## src/rtl/alu_ctrl_stage.sv

```systemverilog
// Sequencing stage around the combinational ALU: latch op/operands, hold strobes for a settle window, capture result.
// Optional `ALU_CTRL_DIVZERO_EN: reject DIV with b_in == 0 in IDLE and pulse divzero instead of running the op.
module alu_ctrl_stage #(
  parameter int SETTLE_DEFAULT = 1,
  parameter int SETTLE_MULDIV  = 4
) (
  input  logic        clk,
  input  logic        clr,
  input  logic        start,
  input  logic [4:0]  opcode,
  input  logic [31:0] a_in,
  input  logic [31:0] b_in,
  output logic [31:0] alu_a,
  output logic [31:0] alu_b,
  output logic [13:0] alu_sel,
  input  logic [31:0] alu_chigh,
  input  logic [31:0] alu_clow,
  output logic [31:0] z_high,
  output logic [31:0] z_low,
  output logic        busy,
  output logic        done,
  output logic        illegal,
  output logic        divzero
);

  // state  | meaning
  // IDLE   | waiting for start; alu_sel is zero
  // SETTLE | strobes and operands held; counter runs down to the capture edge
  typedef enum logic {IDLE, SETTLE} state_t;

  localparam logic [3:0] LOAD_DEF = 4'(SETTLE_DEFAULT - 1);
  localparam logic [3:0] LOAD_MD  = 4'(SETTLE_MULDIV - 1);

  state_t      state, state_nx;
  logic [3:0]  cnt;
  logic [13:0] dec_sel;
  logic        dz_hit;
  logic        accept, finish, reject_ill, reject_dz;

  always_comb begin
    dec_sel = '0;
    case (opcode)
      5'b00011: dec_sel = 14'h0001;
      5'b00100: dec_sel = 14'h0002;
      5'b01111: dec_sel = 14'h0004;
      5'b10000: dec_sel = 14'h0008;
      5'b01010: dec_sel = 14'h0010;
      5'b01011: dec_sel = 14'h0020;
      5'b00101: dec_sel = 14'h0040;
      5'b00110: dec_sel = 14'h0080;
      5'b00111: dec_sel = 14'h0100;
      5'b01000: dec_sel = 14'h0200;
      5'b01001: dec_sel = 14'h0400;
      5'b10001: dec_sel = 14'h0800;
      5'b10010: dec_sel = 14'h1000;
      5'b11111: dec_sel = 14'h2000;
      default:  dec_sel = '0;
    endcase
  end

`ifdef ALU_CTRL_DIVZERO_EN
  assign dz_hit = dec_sel[3] && (b_in == 32'd0);
`else
  assign dz_hit = 1'b0;
`endif

  always_ff @(posedge clk or posedge clr) begin
    if (clr) state <= IDLE;
    else     state <= state_nx;
  end

  always_comb begin
    state_nx   = state;
    accept     = 1'b0;
    finish     = 1'b0;
    reject_ill = 1'b0;
    reject_dz  = 1'b0;
    case (state)
      IDLE: begin
        if (start) begin
          if (dec_sel == '0)  reject_ill = 1'b1;
          else if (dz_hit)    reject_dz  = 1'b1;
          else begin
            accept   = 1'b1;
            state_nx = SETTLE;
          end
        end
      end
      SETTLE: begin
        if (cnt == 4'd0) begin
          finish   = 1'b1;
          state_nx = IDLE;
        end
      end
      default: state_nx = IDLE;
    endcase
  end

  assign busy = (state != IDLE);

  always_ff @(posedge clk or posedge clr) begin
    if (clr) begin
      cnt     <= '0;
      alu_a   <= '0;
      alu_b   <= '0;
      alu_sel <= '0;
      z_high  <= '0;
      z_low   <= '0;
      done    <= 1'b0;
      illegal <= 1'b0;
      divzero <= 1'b0;
    end else begin
      done    <= finish;
      illegal <= reject_ill;
      divzero <= reject_dz;
      if (accept) begin
        alu_a   <= a_in;
        alu_b   <= b_in;
        alu_sel <= dec_sel;
        cnt     <= (dec_sel[2] || dec_sel[3]) ? LOAD_MD : LOAD_DEF;
      end else if (finish) begin
        z_high  <= alu_chigh;
        z_low   <= alu_clow;
        alu_sel <= '0;
      end else if (state == SETTLE) begin
        cnt <= cnt - 4'd1;
      end
    end
  end

endmodule

```

## config.mk

```make
export PLATFORM = sky130hd
export DESIGN_NAME = alu_ctrl_stage
export DESIGN_NICKNAME = d
export VERILOG_FILES = /design/src/rtl/alu_ctrl_stage.sv
export SDC_FILE = /design/constraint.sdc
export NUM_CORES = 1
export LEC_CHECK = 0
export BUFFER_PORTS_ARGS = -buffer_cell sky130_fd_sc_hd__buf_2
export CORE_MARGIN = 1.5
export CORE_UTILIZATION = 30
export DETAILED_ROUTE_END_ITERATION = 10
export SYNTH_ARGS = -nofsm -noshare
export SYNTH_HDL_FRONTEND = slang
export SYNTH_SLANG_ARGS = --single-unit
```

## constraint.sdc

```tcl
create_clock -name clk -period 5 [get_ports clk]
set_clock_uncertainty 0.05 [all_clocks]
set_input_delay 0.5 -clock clk [delete_from_list [all_inputs] [get_ports clk]]
set_output_delay 0.5 -clock clk [all_outputs]
set_load 0.02 [all_outputs]
```

Word-level counts from Yosys, hierarchy flattened

Memory sizes are Yosys's and may differ from the RTL's.
Index checks and enable logic that the tools add are counted.

Register bits after elaboration: 149
Bits in latches: 0
RAM bits: 0
Bits in read-only memories: 448
Input bits: 136
Output and inout port bits: 146
Memories: 1

Add/sub/neg operators: 1
Multipliers: 0
Divide/modulo/power cells: 0
Magnitude comparators: 0
Eq/ne operators: 1
Shift operators: 0
Mux-type cells: 16
Bitwise logic cells: 2
Reduce and logical (&&, ||, !) cells: 7

Memories:

| name            | depth | bits a word | rd ports | clocked after memory_dff | write ports | RTL line | source |
|---|---|---|---|---|---|---|---|
| (no name shown) | 32    | 14          | 1        | 0                        | 0           | 42       | `case (opcode)` |

Operator list:

| operator                                                           | number |
|---|---|
| 14-bit 2-to-1 mux                                                  | 2 |
| 14-bit logical NOT                                                 | 1 |
| 4-bit 2-to-1 mux                                                   | 3 |
| 1-bit 2-to-1 mux                                                   | 9 |
| 4-bit logical NOT                                                  | 1 |
| 2-bit AND reduction                                                | 2 |
| 2-bit nonzero test                                                 | 2 |
| 4-bit by 1-bit subtractor with 4-bit output, second input constant | 1 |
| 2-bit 2-to-1 mux                                                   | 1 |
| 2-bit != test, second input constant                               | 1 |
| 1-bit inverter                                                     | 2 |
| 1-bit case mux with 2 select lines                                 | 1 |
| 1-bit logical OR                                                   | 1 |

Longest topological paths before layout

Gate-level depths: netlist (run 1).
An unclocked memory read counts as a cell.

Word-level depth: 7
Mapped depth: 9
Depth with buffers taken out: 6

Least setup slack after synthesis (run 1)

OpenSTA, ideal clock, no wires.

Path type: in2reg
From: input port opcode[2]
To: register alu_b[0]
Arrival time: 1.867 ns
Required time: 4.823 ns
Setup slack: 2.956 ns
Cell stages on the path: 6
Cells stage by stage: buf_4 nor3b_2 nand2_1 a31oi_4 buf_4 mux2_1

Cells in the longest elaborated chain, start to end: 5

RTL lines:

| what                    | RTL line | source |
|---|---|---|
| start: declaration      | 10       | `input logic [4:0] opcode,` |
| memory read 32 x 14 bit | -        |  |
| 14-bit logical NOT      | 81       | `if (dec_sel == '0) reject_ill = 1'b1;` |
| 1-bit 2-to-1 mux        | 81       |  |
| 1-bit 2-to-1 mux        | 80       | `if (start) begin` |
| 1-bit 2-to-1 mux        | 78       | `case (state)` |
| end signal: assignment  | 118      | `alu_b <= b_in;` |
| end: declaration        | 14       | `output logic [31:0] alu_b,` |

No other way between the ends.
A chain may end at the register's enable or synchronous reset.

Final worst setup path (run 1)

From: register state (netlist: busy)
To: register alu_b[29]

Cells in the longest elaborated chain, start to end: 1

RTL lines:

| what                     | RTL line | source |
|---|---|---|
| start: declaration       | 34       | `state_t state, state_nx;` |
| start signal: assignment | 69       | `else state <= state_nx;` |
| 1-bit 2-to-1 mux         | 78       |  |

No other way between the ends.

==> results.ini, run 1 <==
[floorplanning]
coreArea_um2 = 19300
dieArea_um2 = 20500
die_x_um = 143
die_h_um = 143
start_util_pct = 30.4
num_rows = 51
pin_count = 282

[grt]
overflow = 0
antenna_found_initial = 0
grt_pass1_vias = 4277
grt_max_degree = 102
grt_pass1_wl_mm = 22.2
track_usage_pct = 14.1

[place]
port_buffers = 280
place_hpwl_mm = 9.97
place.gp.congestion = 0.734
place_ws_ps = 2310

[logic_synthesis]
ys_top_cells_by_area = dfrtp_1, nand2_1, mux2_1, buf_6, mux2i_1
synth_nets = 658
synth_seq_cells = 149
ys_types = 40
netlist_area_um2 = 5890
ys_seq_area_share_pct = 63.4
synthCells = 521
yosysTopAreaCell = dfrtp_1
synth_top_area_share_pct = 63.4
yosysWarnings = 0
synth_async_sr_flop_share_pct = 100
avgSynthCellArea_um2 = 11.3
synth_edf_count = 0
synth_top_flop_cell = dfrtp_1

[layout]
drive_above_1_share_pct = 40.3
design.final.nets = 930
diodes = 0
area_growth_pct = 36.6
layout_commonest_cell = buf_2
layout_common_cells = buf_2, nand2_1, dfrtp_1

[power]
ir_worst_vdd_uv = 238
cellPowerDensity_nw_per_um2 = 679
cellLeakagePower_nw = 4.30
finalPower_mw = 5.46
power_frac_comb_pct = 40.6
pwr-share-clk_pct = 22.0
intPower_mw = 3.29
p_switching_mw = 2.18
power_frac_seq_pct = 37.3
sw_frac_of_total_pct = 39.8

[sta]
fmax_ghz = 0.414
slew_headroom_pct = 26.4
setup_ws_ps = 2580
tns_ps = 0
worst_pin_slew_ps = 1100
setup-violations-final = 0
hold_violations = 0
min_period_ps = 2420
rsz0062_at_grt = false
period_share_pct = 48.4
drv_slew = 0

[detailed_routing]
top_layer = met4
wl_met3_mm = 1.09
wl_per_cell_um = 13.5
m1WireLength_mm = 6.29
drc_errors = 0
drtAntennaViolNets = 0
vias = 4541
wl_met2_mm = 6.77
first_iter_violations = 197
wl_mm = 14.5
via_per_inst = 4.25
first_pass_iters = 4

[worst_setup_path]
startpoint_type = flip-flop
crit_fanout = 72
critPathArrivalTime_ps = 2660
cp.required_ps = 5240
critical_path_class = reg -> reg
end_kind = flip-flop

[hold_path]
min_path_type = in -> async

[outcome]
status = finished, final reports clean

[job]
drv_cap = 0

[clock_tree]
clock_sinks = 149
clock_latency_ps = 410
cts_setup_buffers = 0
htree_levels = 4
clk_pin_slew_ps = 60
clockBufferDepth = 2
numCtsBuffers = 17
tritoncts = done
cts_resized = 0
root_buffer = clkbuf_16
cts_hold_buffers = 0

-- power by group through the flow --
stage / Sequential (mW) / Combinational [mW] / Clock [mW]
finish: 2.04 / 2.22 / 1.20
global route: 2.12 / 2.44 / 1.31
CTS: 2.05 / 2.26 / 1.26
detailed placement: 2.06 / 2.27 / 0
global placement: 2.06 / 2.23 / 0
floorplan: 2.75 / 0.746 / 0
-- flip-flops by register name, summed over array words and instances (netlist names) --
signal / cells
alu_sel: 14
illegal: 1
busy: 1
done: 1
alu_a: 32
z_high: 32
alu_b: 32
z_low: 32
cnt: 4
-- worst paths after layout --
kind,from,end,slack (ps),cells after the start
min in group clk,alu_chigh[23],z_high[23]$_DFFE_PP0P_,220,3
worst max register to register,busy$_DFF_PP0_,alu_b[29]$_DFFE_PP0P_,2580,4
worst min-delay path,clr,alu_b[29]$_DFFE_PP0P_,220,2
max in group asynchronous,clr,alu_a[12]$_DFFE_PP0P_,3450,3
worst max-delay path,busy$_DFF_PP0_,alu_b[29]$_DFFE_PP0P_,2580,4
worst min register to register,z_low[9]$_DFFE_PP0P_,z_low[9]$_DFFE_PP0P_,410,2
-- per-layer routing --
metal / GRT usage, % / up-vias
li1: - / 2227
met4: 5.37 / 0
met1: 17.3 / 2127
met5: 0 / -
met3: 5.10 / 18
met2: 22.6 / 169
-- layout make-up --
class,count,area [um^2]
clock buffer,21,480
clock inverter,8,77.6
fill,1939,11300
inverter,8,35.0
multi-input combinational,334,1970
sequential,149,3730
tap,265,332
timing repair buffer,283,1420
-- Yosys cell counts, types with 2 or more instances --
cell type and count:
nand3b_1 2, nor2_1 4, inv_1 7, a21oi_1 6, buf_2 4, nor2b_1 2
a32o_1 3, o22ai_1 7, nand2b_1 4, mux2_1 62, mux2i_1 6, buf_6 6
dfrtp_1 149, buf_4 4, nor3_1 3, mux2_2 3, nand2_1 211, clkbuf_1 16
-- kinds of logic after synthesis --
group                    Yosys count  synth area share, %
other                              1               0.0637
XOR/XNOR                           1                0.149
multiplexers                      71                 13.5
buffers and inverters             38                 3.53
AO/OA/AOI/OAI                     25                 3.15
flip-flops                       149                 63.4
AND/OR/NAND/NOR                  235                 16.1
adder cells (fa/ha/maj)            1                0.213
-- critical path: stages, from the launching register on --
cell and delay (ps):
dfrtp_1 460, nand2b_1 360, a31oi_4 220, buf_4 690, mux2_1 400
-- metrics by stage --
stage | cell area, um^2 | utilization (%) | std cells | hold WS [ps]
floorplan | 5890 | - | 521 | 483
global route | 8040 | 41.6 | 1068 | 204
finish | 8040 | 41.6 | 1068 | 221
global placement | 7480 | 38.7 | 1039 | 403
CTS | 8040 | 41.6 | 1068 | 199
detailed placement | 7480 | 38.7 | 1039 | 406
(Power assumes the default switching activity.)
==> run 2: changes to the inputs <==
- ABC_AREA: default -> 1
- clock period: 5 -> 2.35 ns (I/O delays scaled with it)
==> run 2 against run 1 <==
Net effect: critical path depth increased by 3; count of clock-buffer cells in the layout decreased by 1; combinational power increased by 110%; synthesized cell count increased by 29%; die area decreased by 0.75%; critical path type unchanged; highest routed layer unchanged.
==> results.ini, run 2 <==
[floorplanning]
start_util_pct = 30.9  ; +0.47 points
coreArea_um2 = 18900  ; -2.3%
pin_count = 282  ; unchanged
dieArea_um2 = 20300  ; -0.75%
die_x_um = 143  ; -0.37%
num_rows = 50  ; -2.0%
die_h_um = 143  ; -0.37%

[logic_synthesis]
synth_seq_cells = 149  ; unchanged
synth_edf_count = 0  ; unchanged
yosysTopAreaCell = dfrtp_1
synth_top_area_share_pct = 63.8  ; +0.49 points
ys_seq_area_share_pct = 63.8  ; +0.49 points
avgSynthCellArea_um2 = 8.67  ; -23%
ys_top_cells_by_area = dfrtp_1, nand2_1, nand3_1, o21ai_0, buf_2
synth_nets = 811  ; +23%
yosysWarnings = 0  ; unchanged
synth_most_common_cell = nand2_1
synthCells = 674  ; +29%
synth_async_sr_flop_share_pct = 100  ; unchanged
synth_top_cells_by_count = nand2_1, dfrtp_1, nand3_1
synth_top_flop_cell = dfrtp_1
netlist_area_um2 = 5840  ; -0.77%
ys_types = 23  ; -43%

[detailed_routing]
wl_mm = 17.4  ; +20%
drc_errors = 0  ; unchanged
vias = 5717  ; +26%
via_per_inst = 4.25  ; -0.11%
drtAntennaViolNets = 0  ; unchanged
wl_per_cell_um = 12.9  ; -4.7%
first_iter_violations = 208  ; +5.6%
first_pass_iters = 4  ; unchanged

[clock_tree]
clock_sinks = 149  ; unchanged
clock_latency_ps = 400  ; about the same
numCtsBuffers = 17  ; unchanged
root_buffer = clkbuf_16
cts_resized = 0  ; unchanged
clockBufferDepth = 2  ; unchanged
tritoncts = done
clk_pin_slew_ps = 60  ; about the same
cts_setup_buffers = 0  ; unchanged
htree_levels = 4  ; unchanged

[power]
power_frac_seq_pct = 36.3  ; -1.0 points
ir_worst_vdd_uv = 723  ; +200%
intPower_mw = 7.11  ; +120%
cellPowerDensity_nw_per_um2 = 1270  ; +87%
p_switching_mw = 4.81  ; +120%
pwr-share-clk_pct = 23.8  ; +1.8 points
cellLeakagePower_nw = 5.25  ; +22%
power_frac_comb_pct = 39.9  ; -0.7 points
sw_frac_of_total_pct = 40.4  ; +0.53 points

[layout]
layout_common_cells = nand2_1, buf_2, dfrtp_1
diodes = 0  ; unchanged
stdcell_area_um2 = 9400  ; +17%
area_growth_pct = 61.0
layout.cells.non_filler = 1346  ; +26%
drive_above_1_share_pct = 30.5  ; -9.9 points
layout_commonest_cell = nand2_1
design.final.nets = 1210  ; +30%

[outcome]
status = finished, final reports clean

[worst_setup_path]
critical_path_class = reg -> reg
critPathArrivalTime_ps = 2050  ; -610 ps
cp.required_ps = 2650  ; -2590 ps
startpoint_type = flip-flop
crit_fanout = 65  ; -9.7%
end_kind = flip-flop

[hold_path]
min_path_type = in -> reg

[place]
placed_cell_area_um2 = 7520  ; +0.45%
dp_cells = 1188  ; +14%
place_hpwl_mm = 10.8  ; +8.2%
place.gp.congestion = 0.814  ; +11%
port_buffers = 280  ; unchanged
place_ws_ps = 449  ; -1860 ps

[sta]
period_share_pct = 74.7  ; +26 points
setup-violations-final = 0  ; unchanged
rsz0062_at_grt = false
hold_violations = 0  ; unchanged
holdWs_ps = 12.4  ; -208 ps
fmax_ghz = 0.570  ; +38%
tns_ps = 0  ; unchanged
worst_pin_slew_ps = 640  ; -465 ps
min_period_ps = 1750  ; -663 ps
setup_ws_ps = 595  ; -1990 ps
slew_headroom_pct = 57.3  ; +31 points
drv_slew = 0  ; unchanged

[grt]
track_usage_pct = 17.0  ; +2.9 points
antenna_found_initial = 0  ; unchanged
grt_max_degree = 97  ; -4.9%
grt_pass1_vias = 5662  ; +32%
grt_pass1_wl_mm = 27.5  ; +24%
overflow = 0  ; unchanged

[job]
drv_cap = 0  ; unchanged

## run 2: what timing repair did
item,CTS,global route
hold buffers,126,0
setup endpoints to repair,0,0
endpoints found under the hold margin,135,0
## run 2: metrics by stage
step           total power, mW  util, %
5_1_grt                   12.8     49.8
3_3_place_gp              8.88     39.8
3_5_place_dp              8.94     39.8
2_1_floorplan             7.21        -
4_1_cts                   12.0     49.8
6_report                  11.9     49.8
## run 2: final timing paths
path	from	endpoint	slack (ps)	cells after the start
worst max-delay path	cnt[0]$_DFFE_PP0P_	z_low[17]$_DFFE_PP0P_	600	7
worst min-delay path	b_in[20]	alu_b[20]$_DFFE_PP0P_	10	3
worst max register to register	cnt[0]$_DFFE_PP0P_	z_low[17]$_DFFE_PP0P_	600	7
worst min register to register	alu_b[0]$_DFFE_PP0P_	alu_b[0]$_DFFE_PP0P_	420	2
max in group asynchronous	clr	busy$_DFF_PP0_	1260	4
min in group asynchronous	clr	alu_a[3]$_DFFE_PP0P_	310	3
## run 2: kinds of logic after synthesis
group	synth area share, %
compound gates	1.29
xor+xnor	0.150
fa+ha+maj	0.214
buf+inv	3.98
flops	63.8
other cells	0.0642
simple gates	30.5
## run 2: area by class of cell
class | instances | area, um^2
fillers | 1756 | 9490
flip-flops and latches | 149 | 3730
repair buffers | 413 | 2780
multi-input cells | 476 | 1880
clock buffers | 20 | 457
well taps | 260 | 325
clock inverters | 12 | 168
inverters | 16 | 63.8
## run 2: critical path, stage by stage (launching register included)
cell     delay [ps]
dfrtp_1         390
inv_1            80
ha_1            180
nand3_2         140
inv_2            70
buf_4           500
nand2_1         150
nand2_1         100
## run 2: layer usage
layer | vias up | track usage [%] | wire length [um]
met5 | - | 0 | 0
met4 | 0 | 4.45 | 226
met3 | 20 | 5.99 | 1460
met2 | 236 | 28.2 | 7980
met1 | 2604 | 21.0 | 7690
li1 | 2857 | - | -
## run 2: power by group through the flow
stage / registers, mW / logic (mW) / clock network (mW)
floorplan: 5.68 / 1.53 / 0
global placement: 4.32 / 4.56 / 0
detailed placement: 4.31 / 4.63 / 0
CTS: 4.31 / 4.77 / 2.93
global route: 4.47 / 5.26 / 3.05
finish: 4.32 / 4.76 / 2.84
==> run 3: changes to the inputs <==
- clock period: 2.35 -> 1.8 ns (I/O delays scaled with it)
==> run 3 against run 2 <==
Net effect: maximum frequency up 11%; clock power up 30%; register-to-register slack worse by 380 ps; sequential power up 31%; via count up 1.6%; flip-flop and latch count unchanged; first-iteration DRC count down 7.7%; routed wire length up 2.8%; final cell count up 0.97%; count of clock-buffer cells in the layout down 1.
==> results.ini, run 3 (same netlist as run 2, synthesis figures left out) <==
[floorplanning]
num_rows = 50  ; unchanged
dieArea_um2 = 20300  ; unchanged
coreArea_um2 = 18900  ; unchanged
start_util_pct = 30.9  ; unchanged
die_h_um = 143  ; unchanged
die_x_um = 143  ; unchanged
pin_count = 282  ; unchanged

[worst_setup_path]
startpoint_type = flip-flop
critPathSlowestCell = dfrtp_1
critical_path.max_stage_delay_ps = 400  ; -100 ps
critPathArrivalTime_ps = 1890  ; -160 ps
path_cells = inv_1 > ha_1 > nand3_2 > buf_4 > inv_2 > buf_12 > nand2_1 > nand2_1
crit_fanout = 36  ; -45%
worstReg2RegEnd = z_low[12]$_DFFE_PP0P_
end_kind = flip-flop
ff2ff_setup_slack_ps = 220  ; -380 ps
path_common_cell = nand2_1
r2r_cells = 8  ; +1
cp.required_ps = 2110  ; -540 ps
critical_path_class = reg -> reg
reg2reg_from = cnt[0]$_DFFE_PP0P_

[layout]
fillers = 1685  ; -4.0%
post-route-util_pct = 50.5  ; +0.75 points
design.final.nets = 1222  ; +0.99%
area_growth_pct = 63.4
stdcell_area_um2 = 9550  ; +1.5%
layout.cells.non_filler = 1359  ; +0.97%
drive_above_1_share_pct = 30.9  ; +0.40 points
layout_common_cells = nand2_1, buf_2, dfrtp_1
layout_commonest_cell = nand2_1

[sta]
setup_ws_ps = 219  ; -376 ps
tns_ps = 0  ; unchanged
fmax_ghz = 0.633  ; +11%
rsz0062_at_grt = false
drv_slew = 0  ; unchanged
holdWs_ps = 66.0  ; +53.6 ps
hold_violations = 0  ; unchanged
setup-violations-final = 0  ; unchanged
min_period_ps = 1580  ; -174 ps
period_share_pct = 87.8  ; +13 points

[grt]
overflow = 0  ; unchanged
grt_max_degree = 85  ; -12%
antenna_found_initial = 0  ; unchanged
track_usage_pct = 17.6  ; +0.62 points
grt_pass1_wl_mm = 28.2  ; +2.8%
grt_pass1_vias = 5895  ; +4.1%

[clock_tree]
root_buffer = clkbuf_16
clock_latency_ps = 410  ; about the same
clock_sinks = 149  ; unchanged
htree_levels = 4  ; unchanged
numCtsBuffers = 17  ; unchanged
cts_setup_buffers = 0  ; unchanged
clk_pin_slew_ps = 70  ; about the same
clockBufferDepth = 2  ; unchanged
tritoncts = done

[place]
placed_cell_area_um2 = 7630  ; +1.5%
place_ws_ps = 81.1  ; -368 ps
port_buffers = 280  ; unchanged
dp_cells = 1196  ; +0.67%
place_hpwl_mm = 11.1  ; +3.1%
place.gp.congestion = 0.794  ; -2.5%

[job]
drv_cap = 0  ; unchanged

[hold_path]
hold_path_end = alu_sel[1]$_DFFE_PP0P_
min_path_cells = 3  ; unchanged
holdCritStartpoint = opcode[2]
min_path_type = in -> reg

[outcome]
status = finished, final reports clean

[detailed_routing]
wl_mm = 17.8  ; +2.8%
drc_errors = 0  ; unchanged
first_iter_violations = 192  ; -7.7%
via_per_inst = 4.27  ; +0.60%
drtAntennaViolNets = 0  ; unchanged
vias = 5807  ; +1.6%
first_pass_iters = 4  ; unchanged
wl_per_cell_um = 13.1  ; +1.8%

[power]
cellPowerDensity_nw_per_um2 = 1640  ; +30%
ir_worst_vdd_uv = 804  ; +11%
finalPower_mw = 15.7  ; +32%
cellLeakagePower_nw = 5.33  ; +1.5%

run 3: changes by cell type in the layout (fill, tap and decap cells not counted), sizes merged:
cell / previous run / this run
buf: 287 / 295
dlygate4sd3: 126 / 130
diode: 0 / 1
clkinvlp: 4 / 1
clkinv: 2 / 6
clkbuf: 20 / 19
run 3: how the worst max path moves through the flow:
stage,to,start
6_report,z_low[12]$_DFFE_PP0P_,cnt[0]$_DFFE_PP0P_
5_1_grt,z_low[21]$_DFFE_PP0P_,cnt[0]$_DFFE_PP0P_
4_1_cts,z_high[19]$_DFFE_PP0P_,cnt[0]$_DFFE_PP0P_
3_5_place_dp,alu_b[15]$_DFFE_PP0P_,opcode[3]
3_3_place_gp,alu_b[8]$_DFFE_PP0P_,opcode[1]
2_1_floorplan,alu_a[0]$_DFFE_PP0P_,clr
run 3: cell type report:
| cell class | count | area [um^2] | area share [%] |
|---|---|---|---|
| multi-input cells | 476 | 1880 | 19.7 |
| flip-flops and latches | 149 | 3730 | 39.1 |
| clock buffers | 19 | 443 | 4.64 |
| well taps | 260 | 325 | 3.41 |
| inverters | 16 | 63.8 | 0.669 |
| clock inverters | 13 | 170 | 1.78 |
| diodes | 1 | 2.50 | 0.0262 |
| repair buffers | 425 | 2930 | 30.7 |
run 3: critical path: cells and delay by family, from the launching register on:
kind / cells / cell delay [ps]
adder cells (fa/ha/maj): 1 / 180
buffers and inverters: 4 / 570
AND/OR/NAND/NOR: 3 / 310
flip-flops: 1 / 400
run 3: repair_timing:
item,in CTS,in global routing
hold buffers,130,0
resized for setup,0,0
hold endpoints to repair,278,0
run 3: per-layer routing:
| layer | GRT usage, % | wire length (um) | vias up |
|---|---|---|---|
| met5 | 0 | 0 | - |
| met4 | 6.24 | 248 | 0 |
| met3 | 5.69 | 1400 | 21 |
| met2 | 28.9 | 8230 | 238 |
| met1 | 21.8 | 7960 | 2668 |
| li1 | - | - | 2880 |
run 3: power breakdown:
| group | internal, mW | switching, mW |
|---|---|---|
| combinational | 2.26 | 4.09 |
| sequential | 4.85 | 0.807 |
| clock | 2.24 | 1.45 |
| total | 9.34 | 6.34 |
